### src/rtl/mux_4x1_rr_arbiter.sv
// ---------------------------------------------------------------------------
// mux_4x1_rr_arbiter
//
// Shares one N-bit 4:1 mux output channel between four requesters. One
// requester is picked, its word is registered onto a valid/ready output
// port, and the winner is acked in the cycle the consumer accepts the word.
// After every accepted word the arbiter re-arbitrates immediately, so with
// out_ready held high one word per cycle is delivered.
//
// Arbitration:
//   - default build : round robin, searching from (last granted + 1) mod 4.
//   - MUX_ARB_FIXED_PRIO_EN defined : fixed priority req0 > req1 > req2 > req3.
//   In both builds, the requester whose word is accepted this cycle is masked
//   out of the re-arbitration, because its req is still high in that cycle.
//
// Parameters:
//   N          data width of each input word and of out_data
//
// Ports:
//   clk        system clock, rising edge
//   rst_n      asynchronous active-low reset
//   req[3:0]   request per requester, held until the matching ack
//   in0..in3   requester data words, stable while the request is high
//   out_ready  consumer accepts out_data this cycle
//   out_valid  out_data holds a word awaiting acceptance
//   out_data   registered word of the granted requester
//   sel[1:0]   index of the current / last granted requester (mux select)
//   grant[3:0] one-hot current grant, zero when idle
//   ack[3:0]   one-cycle pulse in the cycle requester i's word is accepted
// ---------------------------------------------------------------------------
module mux_4x1_rr_arbiter #(
    parameter int N = 4
) (
    input  logic         clk,
    input  logic         rst_n,
    input  logic [3:0]   req,
    input  logic [N-1:0] in0,
    input  logic [N-1:0] in1,
    input  logic [N-1:0] in2,
    input  logic [N-1:0] in3,
    input  logic         out_ready,
    output logic         out_valid,
    output logic [N-1:0] out_data,
    output logic [1:0]   sel,
    output logic [3:0]   grant,
    output logic [3:0]   ack
);

    typedef enum logic {
        IDLE = 1'b0,
        BUSY = 1'b1
    } state_t;

    state_t         state_q, state_d;
    logic [1:0]     sel_q, sel_d;
    logic [3:0]     grant_q, grant_d;
    logic [N-1:0]   out_data_q, out_data_d;

`ifndef MUX_ARB_FIXED_PRIO_EN
    logic [1:0]     last_q, last_d;
`endif

    // Data inputs gathered into an array so the mux is a simple index.
    logic [N-1:0]   in_arr [4];
    assign in_arr[0] = in0;
    assign in_arr[1] = in1;
    assign in_arr[2] = in2;
    assign in_arr[3] = in3;

    // A transfer happens whenever a word is held and the consumer takes it.
    logic xfer;
    assign xfer = (state_q == BUSY) && out_ready;

    // ------------------------------------------------------------------
    // Candidate mask and search start for this cycle's arbitration.
    // In BUSY the current winner's req is still high, so it is masked.
    // ------------------------------------------------------------------
    logic [3:0] cand_mask;
    logic [1:0] search_start;

    always_comb begin
        cand_mask    = 4'b0000;
        search_start = 2'd0;
        if (state_q == IDLE) begin
            cand_mask = req;
`ifndef MUX_ARB_FIXED_PRIO_EN
            search_start = last_q + 2'd1;
`endif
        end else if (xfer) begin
            cand_mask = req & ~grant_q;
`ifndef MUX_ARB_FIXED_PRIO_EN
            // last becomes sel on this edge, so sel+1 is the new last+1.
            search_start = sel_q + 2'd1;
`endif
        end
    end

    // ------------------------------------------------------------------
    // First set bit of cand_mask at or after search_start, wrapping 3->0.
    // With search_start fixed at 0 this degenerates to fixed priority.
    // ------------------------------------------------------------------
    logic       win_found;
    logic [1:0] win_idx;

    always_comb begin
        logic [1:0] idx;
        win_found = 1'b0;
        win_idx   = 2'd0;
        idx       = 2'd0;
        for (int k = 0; k < 4; k++) begin
            idx = search_start + 2'(k);
            if (!win_found && cand_mask[idx]) begin
                win_found = 1'b1;
                win_idx   = idx;
            end
        end
    end

    logic [3:0] win_onehot;
    assign win_onehot = 4'(4'b0001 << win_idx);

    // ------------------------------------------------------------------
    // Next-state logic
    // ------------------------------------------------------------------
    always_comb begin
        state_d    = state_q;
        sel_d      = sel_q;
        grant_d    = grant_q;
        out_data_d = out_data_q;
`ifndef MUX_ARB_FIXED_PRIO_EN
        last_d     = last_q;
`endif
        case (state_q)
            IDLE: begin
                if (win_found) begin
                    state_d    = BUSY;
                    sel_d      = win_idx;
                    grant_d    = win_onehot;
                    out_data_d = in_arr[win_idx];
                end
            end
            BUSY: begin
                // Without out_ready everything is frozen, including
                // arbitration, so late or withdrawn requests are ignored.
                if (out_ready) begin
`ifndef MUX_ARB_FIXED_PRIO_EN
                    last_d = sel_q;
`endif
                    if (win_found) begin
                        sel_d      = win_idx;
                        grant_d    = win_onehot;
                        out_data_d = in_arr[win_idx];
                    end else begin
                        // out_data and sel intentionally keep their values.
                        state_d = IDLE;
                        grant_d = 4'b0000;
                    end
                end
            end
            default: begin
                state_d = IDLE;
                grant_d = 4'b0000;
            end
        endcase
    end

    // ------------------------------------------------------------------
    // State registers
    // ------------------------------------------------------------------
    always_ff @(posedge clk or negedge rst_n) begin
        if (!rst_n) begin
            state_q    <= IDLE;
            sel_q      <= 2'd0;
            grant_q    <= 4'b0000;
            out_data_q <= '0;
        end else begin
            state_q    <= state_d;
            sel_q      <= sel_d;
            grant_q    <= grant_d;
            out_data_q <= out_data_d;
        end
    end

`ifndef MUX_ARB_FIXED_PRIO_EN
    // Starts at 3 so requester 0 has first priority after reset.
    always_ff @(posedge clk or negedge rst_n) begin
        if (!rst_n) begin
            last_q <= 2'd3;
        end else begin
            last_q <= last_d;
        end
    end
`endif

    // ------------------------------------------------------------------
    // Outputs. ack depends only on state, out_ready and sel, never on req.
    // ------------------------------------------------------------------
    assign out_valid = (state_q == BUSY);
    assign out_data  = out_data_q;
    assign sel       = sel_q;
    assign grant     = grant_q;
    assign ack       = xfer ? 4'(4'b0001 << sel_q) : 4'b0000;

endmodule

### config.mk
export PLATFORM = sky130hd
export DESIGN_NAME = mux_4x1_rr_arbiter
export DESIGN_NICKNAME = d
export VERILOG_FILES = /design/src/rtl/mux_4x1_rr_arbiter.sv
export SDC_FILE = /design/constraint.sdc
export NUM_CORES = 1
export LEC_CHECK = 0
export CORE_MARGIN = 5
export CORE_UTILIZATION = 46
export DETAILED_ROUTE_END_ITERATION = 6
export GPL_TIMING_DRIVEN = 0
export PLACE_DENSITY = 0.84
export SKIP_LAST_GASP = 1
export SYNTH_ARGS = -nofsm -noshare
export SYNTH_HDL_FRONTEND = slang
export SYNTH_SLANG_ARGS = --single-unit
### constraint.sdc
create_clock -name clk -period 3.6 [get_ports clk]
set_clock_uncertainty 0.1 [all_clocks]
set_input_delay 0.72 -clock clk [delete_from_list [all_inputs] [get_ports clk]]
set_output_delay 0.72 -clock clk [all_outputs]
set_load 0.05 [all_outputs]
After elaboration in Yosys (flattened, before gate mapping)
Index checks and enable logic that the tools add are counted.

Add/subtract/negate cells: 5. Multiply operators: 0. Div/mod/pow operators: 0. $lt $le $gt $ge: 5. Eq/ne operators: 2. Shift operators: 2. Multiplexer cells: 37. Bitwise logic cells: 4. Reduce and logical (&&, ||, !) cells: 9.

Operators by type and width (count): $mux 4 (10); $mux 2 (8); $pmux 4 s2 (2); $lt 2x3->1 const B (4); $mux 1 (10); $bmux 1 s2 (4); $bmux 4 s2 (1); $shl 1x2->4 const A (2); $add 2x1->2 const B (3); $add 2x2->2 const B (2); $and 4x4->4 (1); $logic_and 1x1->1 (4); $ne 2x2->1 const B (2); $not 4->4 (1); $pmux 2 s2 (1); $reduce_and 2->1 (2); $ge 3x3->1 const B (1); $logic_not 1->1 (3); $not 2->3 (1); $pmux 1 s2 (1); $not 1->1 (1).

Register bits after elaboration: 13. Latch bits: 0. RAM bits: 0. ROM bits: 0. Input port bits: 23. Output and inout bits: 15. Logic and storage cells: 69. Memories: 0.

Depth between registers and ports, before layout
Word-level depth: 23. Depth in mapped cells: 9. Depth with buffers taken out: 8.

Least setup slack after synthesis
Ideal clock, no wire load.

Kind: register -> register. Start: register sel_q[0], in the netlist sel[0]. End: register out_data_q[0], in the netlist out_data[0]. Arrival: 2309 ps. Required time: 3396 ps. Slack: 1087 ps. Stages on the path, launching flop included: 9. Cell sequence: dfrtp_1 -> inv_1 -> ha_1 -> nand3_1 -> o21a_1 -> o211ai_1 -> a221oi_4 -> nor2_2 -> a221oi_1.

Longest elaborated chain between the ends: 22.

RTL lines: from (decl) (RTL line 55) `logic [1:0] sel_q, sel_d;`; from (signal assigned) (RTL line 178) `sel_q <= sel_d;`; $add 2x1->2 (*) (RTL line 93) `search_start = sel_q + 2'd1;`; $mux 2 (*) (RTL line 89) `end else if (xfer) begin`; $mux 2 (*) (RTL line 84) `if (state_q == IDLE) begin`; parallel branches: the longest is 16 deep, another holds $add 2x1->2; $mux 4 (*) (RTL line 135, 149); $mux 4 (RTL line 145) `if (out_ready) begin`; $pmux 4 s2 (*) (RTL line 133) `case (state_q)`; to (signal assigned) (RTL line 180) `out_data_q <= out_data_d;`; to (decl) (RTL line 57) `logic [N-1:0] out_data_q, out_data_d;`.

Mark *: on every way between the ends. The select of a mux whose other input is x is not followed. A chain may end at the register's enable or synchronous reset.

Worst setup path after layout
Start: input port out_ready. End: output port ack[3].

Longest elaborated chain between the ends: 2.

RTL lines: from (decl) (RTL line 41) `input logic out_ready,`; $logic_and 1x1->1 (RTL line 72) `assign xfer = (state_q == BUSY) && out_ready;`; $mux 4 (RTL line 202) `assign ack = xfer ? 4'(4'b0001 << sel_q) : 4'b0000;`; to (decl) (RTL line 46) `output logic [3:0] ack`.

No other way between the ends.

==> Flow_metrics.wiki <==
{| class="wikitable"
! Metric !! Value
|-
| Post-synthesis instance total || just under 100
|-
| Seq. cell area || about 330 µm²
|-
| Biggest fanout along the worst timing path || 10
|-
| Run status || completed
|-
| Vias post-DR || about 1000
|-
| Crit path cell chain || clkdlybuf4s50_1 > buf_4 > and3_1 > clkdlybuf4s50_1
|-
| FF-to-FF setup slack || between 1 and 1.5 ns
|-
| Final hold vios || 0
|-
| R2R Path Start || sel[0]
|-
| Mean routed wirelength per cell || 16.5 µm
|-
| RSZ-0062 raised after global routing || no
|-
| Kind of launch point of the worst setup path || input port
|-
| Port buffer count || 37
|-
| Worst endpoint required time || approximately 2.8 ns
|-
| Cell with the largest stage delay on the worst path || sky130_fd_sc_hd__clkdlybuf4s50_1
|-
| Effective utilization at floorplan || around 49%
|-
| Number of fill cells in the layout || between 150 and 200
|-
| Number of vias per cell after detailed routing || 5.83
|-
| Most used cells in the layout excluding fill and tap cells || 37 x sky130_fd_sc_hd__clkdlybuf4s50_1, 11 x sky130_fd_sc_hd__dfrtp_1, 9 x sky130_fd_sc_hd__o21ai_0
|-
| Via count of the first global-routing pass || slightly above 1000
|-
| Cell occurring most often along the worst timing path || sky130_fd_sc_hd__clkdlybuf4s50_1
|-
| Die Span X || 55.5 µm
|-
| Tightest Pin Transition || 0.617 ns
|-
| Number of antenna diodes || 0
|-
| Final critical delay including setup and external delays || 3.30 ns
|-
| Cell type contributing the most total cell area after synthesis || sky130_fd_sc_hd__dfrtp_1
|-
| Number of DRC markers in iteration 0 || 24
|-
| Area of the core || a little under 2000 µm²
|-
| Mean instance size in the synthesized netlist || slightly below 10 µm²
|-
| DR top layer || met4
|-
| Number of max-capacitance violations reported || 0
|-
| Bufs on Longest Clock Path || 2
|-
| Clock tree from TritonCTS || done
|-
| Number of H-tree levels || 1
|-
| Standard-cell rows || 16
|-
| Total leakage power || 0.596 nW
|-
| Most used flip-flop cell after synthesis || sky130_fd_sc_hd__dfrtp_1
|-
| Area used by multi-input combinational logic || around 570 µm²
|-
| Final cycle utilization of the critical path || about nine tenths
|-
| Synth cell types || 39
|-
| DR WL met3 || between 100 and 150 µm
|-
| Hold wc startpoint || last_q[1]
|-
| Max incr delay on CP || approximately 0.81 ns
|-
| Final number of setup-violating endpoints || 0
|-
| Number of setup buffers added after CTS || 0
|-
| Smallest setup slack after layout || ~0.30 ns
|-
| Endpoint of the most critical register-to-register path || out_data[2]
|-
| PwrDens || between 800 and 900 nW/µm²
|-
| Cts bufs inserted || 3
|-
| Clock input transition at the sequential cells of the worst setup and hold paths || approximately 0.080 ns
|-
| Mapped Nets || about 130
|-
| Kind of path behind the tightest hold check || reg -> reg
|-
| Routed met2 length || roughly 1500 µm
|-
| Seq/Total Area, Yosys || 34.4%
|-
| Critical path arrival || around 2.5 ns
|-
| Worst max-slew margin expressed relative to the limit || slightly below 60%
|-
| DRC violations left || 0
|-
| Share of Yosys cell area claimed by the top area cell type || 28.9%
|-
| Number of ports placed on the die boundary || 38
|-
| Total routing usage reported by global routing || a little under a fifth
|-
| Total of hold buffers inserted after clock tree synthesis || 0
|-
| # resized after CTS || 0
|-
| Overall routed net length || about 2800 µm
|-
| Vert. Die Dim || approximately 55 µm
|-
| Detailed Routing Iterations Pass 1 || 4
|-
| Clock latency of the later-clocked register in the worst-skew pair || roughly 0.27 ns
|-
| Wire length of the first global-routing pass || around 4600 µm
|-
| Mapped cell area || between 900 and 1000 µm²
|-
| Antenna violations before repair || 0
|-
| Synth area leaders || sky130_fd_sc_hd__dfrtp_1 29%, sky130_fd_sc_hd__mux2i_1 8.4%, sky130_fd_sc_hd__dfstp_2 5.5%
|-
| Number of nets in the finished design || approximately 170
|-
| Pin count of the biggest net entering global routing || 14
|-
| CTS root buffer || sky130_fd_sc_hd__clkbuf_4
|-
| Routability Congestion || 0.881
|-
| Setup TNS Final || 0 ns
|-
| Worst voltage drop across the vdd grid || between 0.6 and 0.7 mV
|-
| Ratio of cells with drive above 1 in the final layout || approximately 11%
|-
| Share of synthesized registers carrying an async set or reset || between 90% and 100%
|-
| Synth Register Bits || 13
|-
| Met1 Wirelength || 1100 µm
|-
| Maximum operating frequency || ~300 MHz
|-
| Worst hold stages || 2
|-
| Worst r2r path cells || 8
|-
| Number of sinks driven by the clock tree || 13
|-
| Die outline area || just over 3000 µm²
|-
| Critical path start-end classification || in -> out
|-
| Final number of max-transition violations || 0
|-
| Most common cell after layout, fill and taps aside || sky130_fd_sc_hd__clkdlybuf4s50_1
|-
| Critical Path End Type || output pin
|-
| Worst slack after detailed placement || 0.296 ns
|-
| Grt total ovfl || 0
|-
| Worst Hold End || last_q[1]
|-
| Post-synth EDFFs || 0
|-
| Final HPWL DP || 2160 µm
|-
| Post-synthesis to final-layout area growth || 45.2%
|-
| Total of warnings raised by yosys || 0
|-
| Number of routed nets with antenna violations || 0
|}
-- flip-flops by register name (all words and copies together), names as in the netlist --
signal     cells
grant          4
last_q         2
out_data       4
out_valid      1
sel            2
-- through the flow --
stage               area, µm²  hold WS (ns)  power [mW]  utilization (%)  cells
floorplan                 952         0.324       0.852                -     99
global placement         1360         0.398        1.08             69.1    163
detailed placement       1360         0.405        1.10             69.1    163
CTS                      1380         0.416        1.20             70.5    167
global route             1380         0.444        1.26             70.5    167
finish                   1380         0.414        1.19             70.5    167
-- report_power, final --
group | switching [mW] | total [mW] | internal [mW]
Sequential | 0.0721 | 0.293 | 0.221
Combinational | 0.500 | 0.811 | 0.311
Clock | 0.0471 | 0.0900 | 0.0429
-- cell usage after synthesis, types with 2 or more instances --
cell type                  instances
sky130_fd_sc_hd__dfrtp_1          11
sky130_fd_sc_hd__o21ai_0           9
sky130_fd_sc_hd__mux2i_1           8
sky130_fd_sc_hd__nor2b_1           6
sky130_fd_sc_hd__a221oi_1          4
sky130_fd_sc_hd__and3_1            4
sky130_fd_sc_hd__ha_1              4
sky130_fd_sc_hd__nand2_1           4
sky130_fd_sc_hd__nand3_1           4
sky130_fd_sc_hd__nor2_1            4
sky130_fd_sc_hd__inv_2             3
sky130_fd_sc_hd__o21ai_1           3
sky130_fd_sc_hd__a21o_1            2
sky130_fd_sc_hd__a21oi_1           2
sky130_fd_sc_hd__a22o_1            2
sky130_fd_sc_hd__dfstp_2           2
sky130_fd_sc_hd__inv_1             2
sky130_fd_sc_hd__o21a_1            2
sky130_fd_sc_hd__o21ai_2           2
sky130_fd_sc_hd__or3_1             2
-- how the worst max path moves through the flow --
stage	startpoint	end	depth (start not counted)
floorplan	sel[0]	out_data[0]	8
global placement	out_ready	ack[3]	4
detailed placement	out_ready	ack[3]	4
CTS	out_ready	ack[3]	4
global route	out_ready	ack[2]	4
finish	out_ready	ack[3]	4
-- layer usage --
layer	track usage (%)	vias up
met5	0	-
li1	-	451
met3	3.50	6
met4	6.25	0
met2	34.6	43
met1	20.0	473
-- cell families after synthesis --
logic type / Yosys count / share of synthesized area [%]
AOI/OAI and AO/OA: 34 / 26.5
and+or+nand+nor: 30 / 18.7
DFF: 13 / 34.4
buffers and inverters: 9 / 5.78
muxes: 8 / 8.41
adders and majority gates: 4 / 5.26
xor gates and xnor gates: 1 / 0.920
-- critical path: cells and delay by family --
family	cells	cell delay, ns
buffers and inverters	3	1.59
AND/OR/NAND/NOR	1	0.17
-- area by class of cell --
type | count | share of cell area [%]
Sequential cell | 13 | 23.7
Multi-Input combinational cell | 77 | 41.2
Tap cell | 27 | 2.44
Buffer | 4 | 2.62
Clock buffer | 4 | 1.90
Inverter | 5 | 1.36
Timing Repair Buffer | 37 | 26.8
No activity file was read; power rests on OpenSTA's default activity.
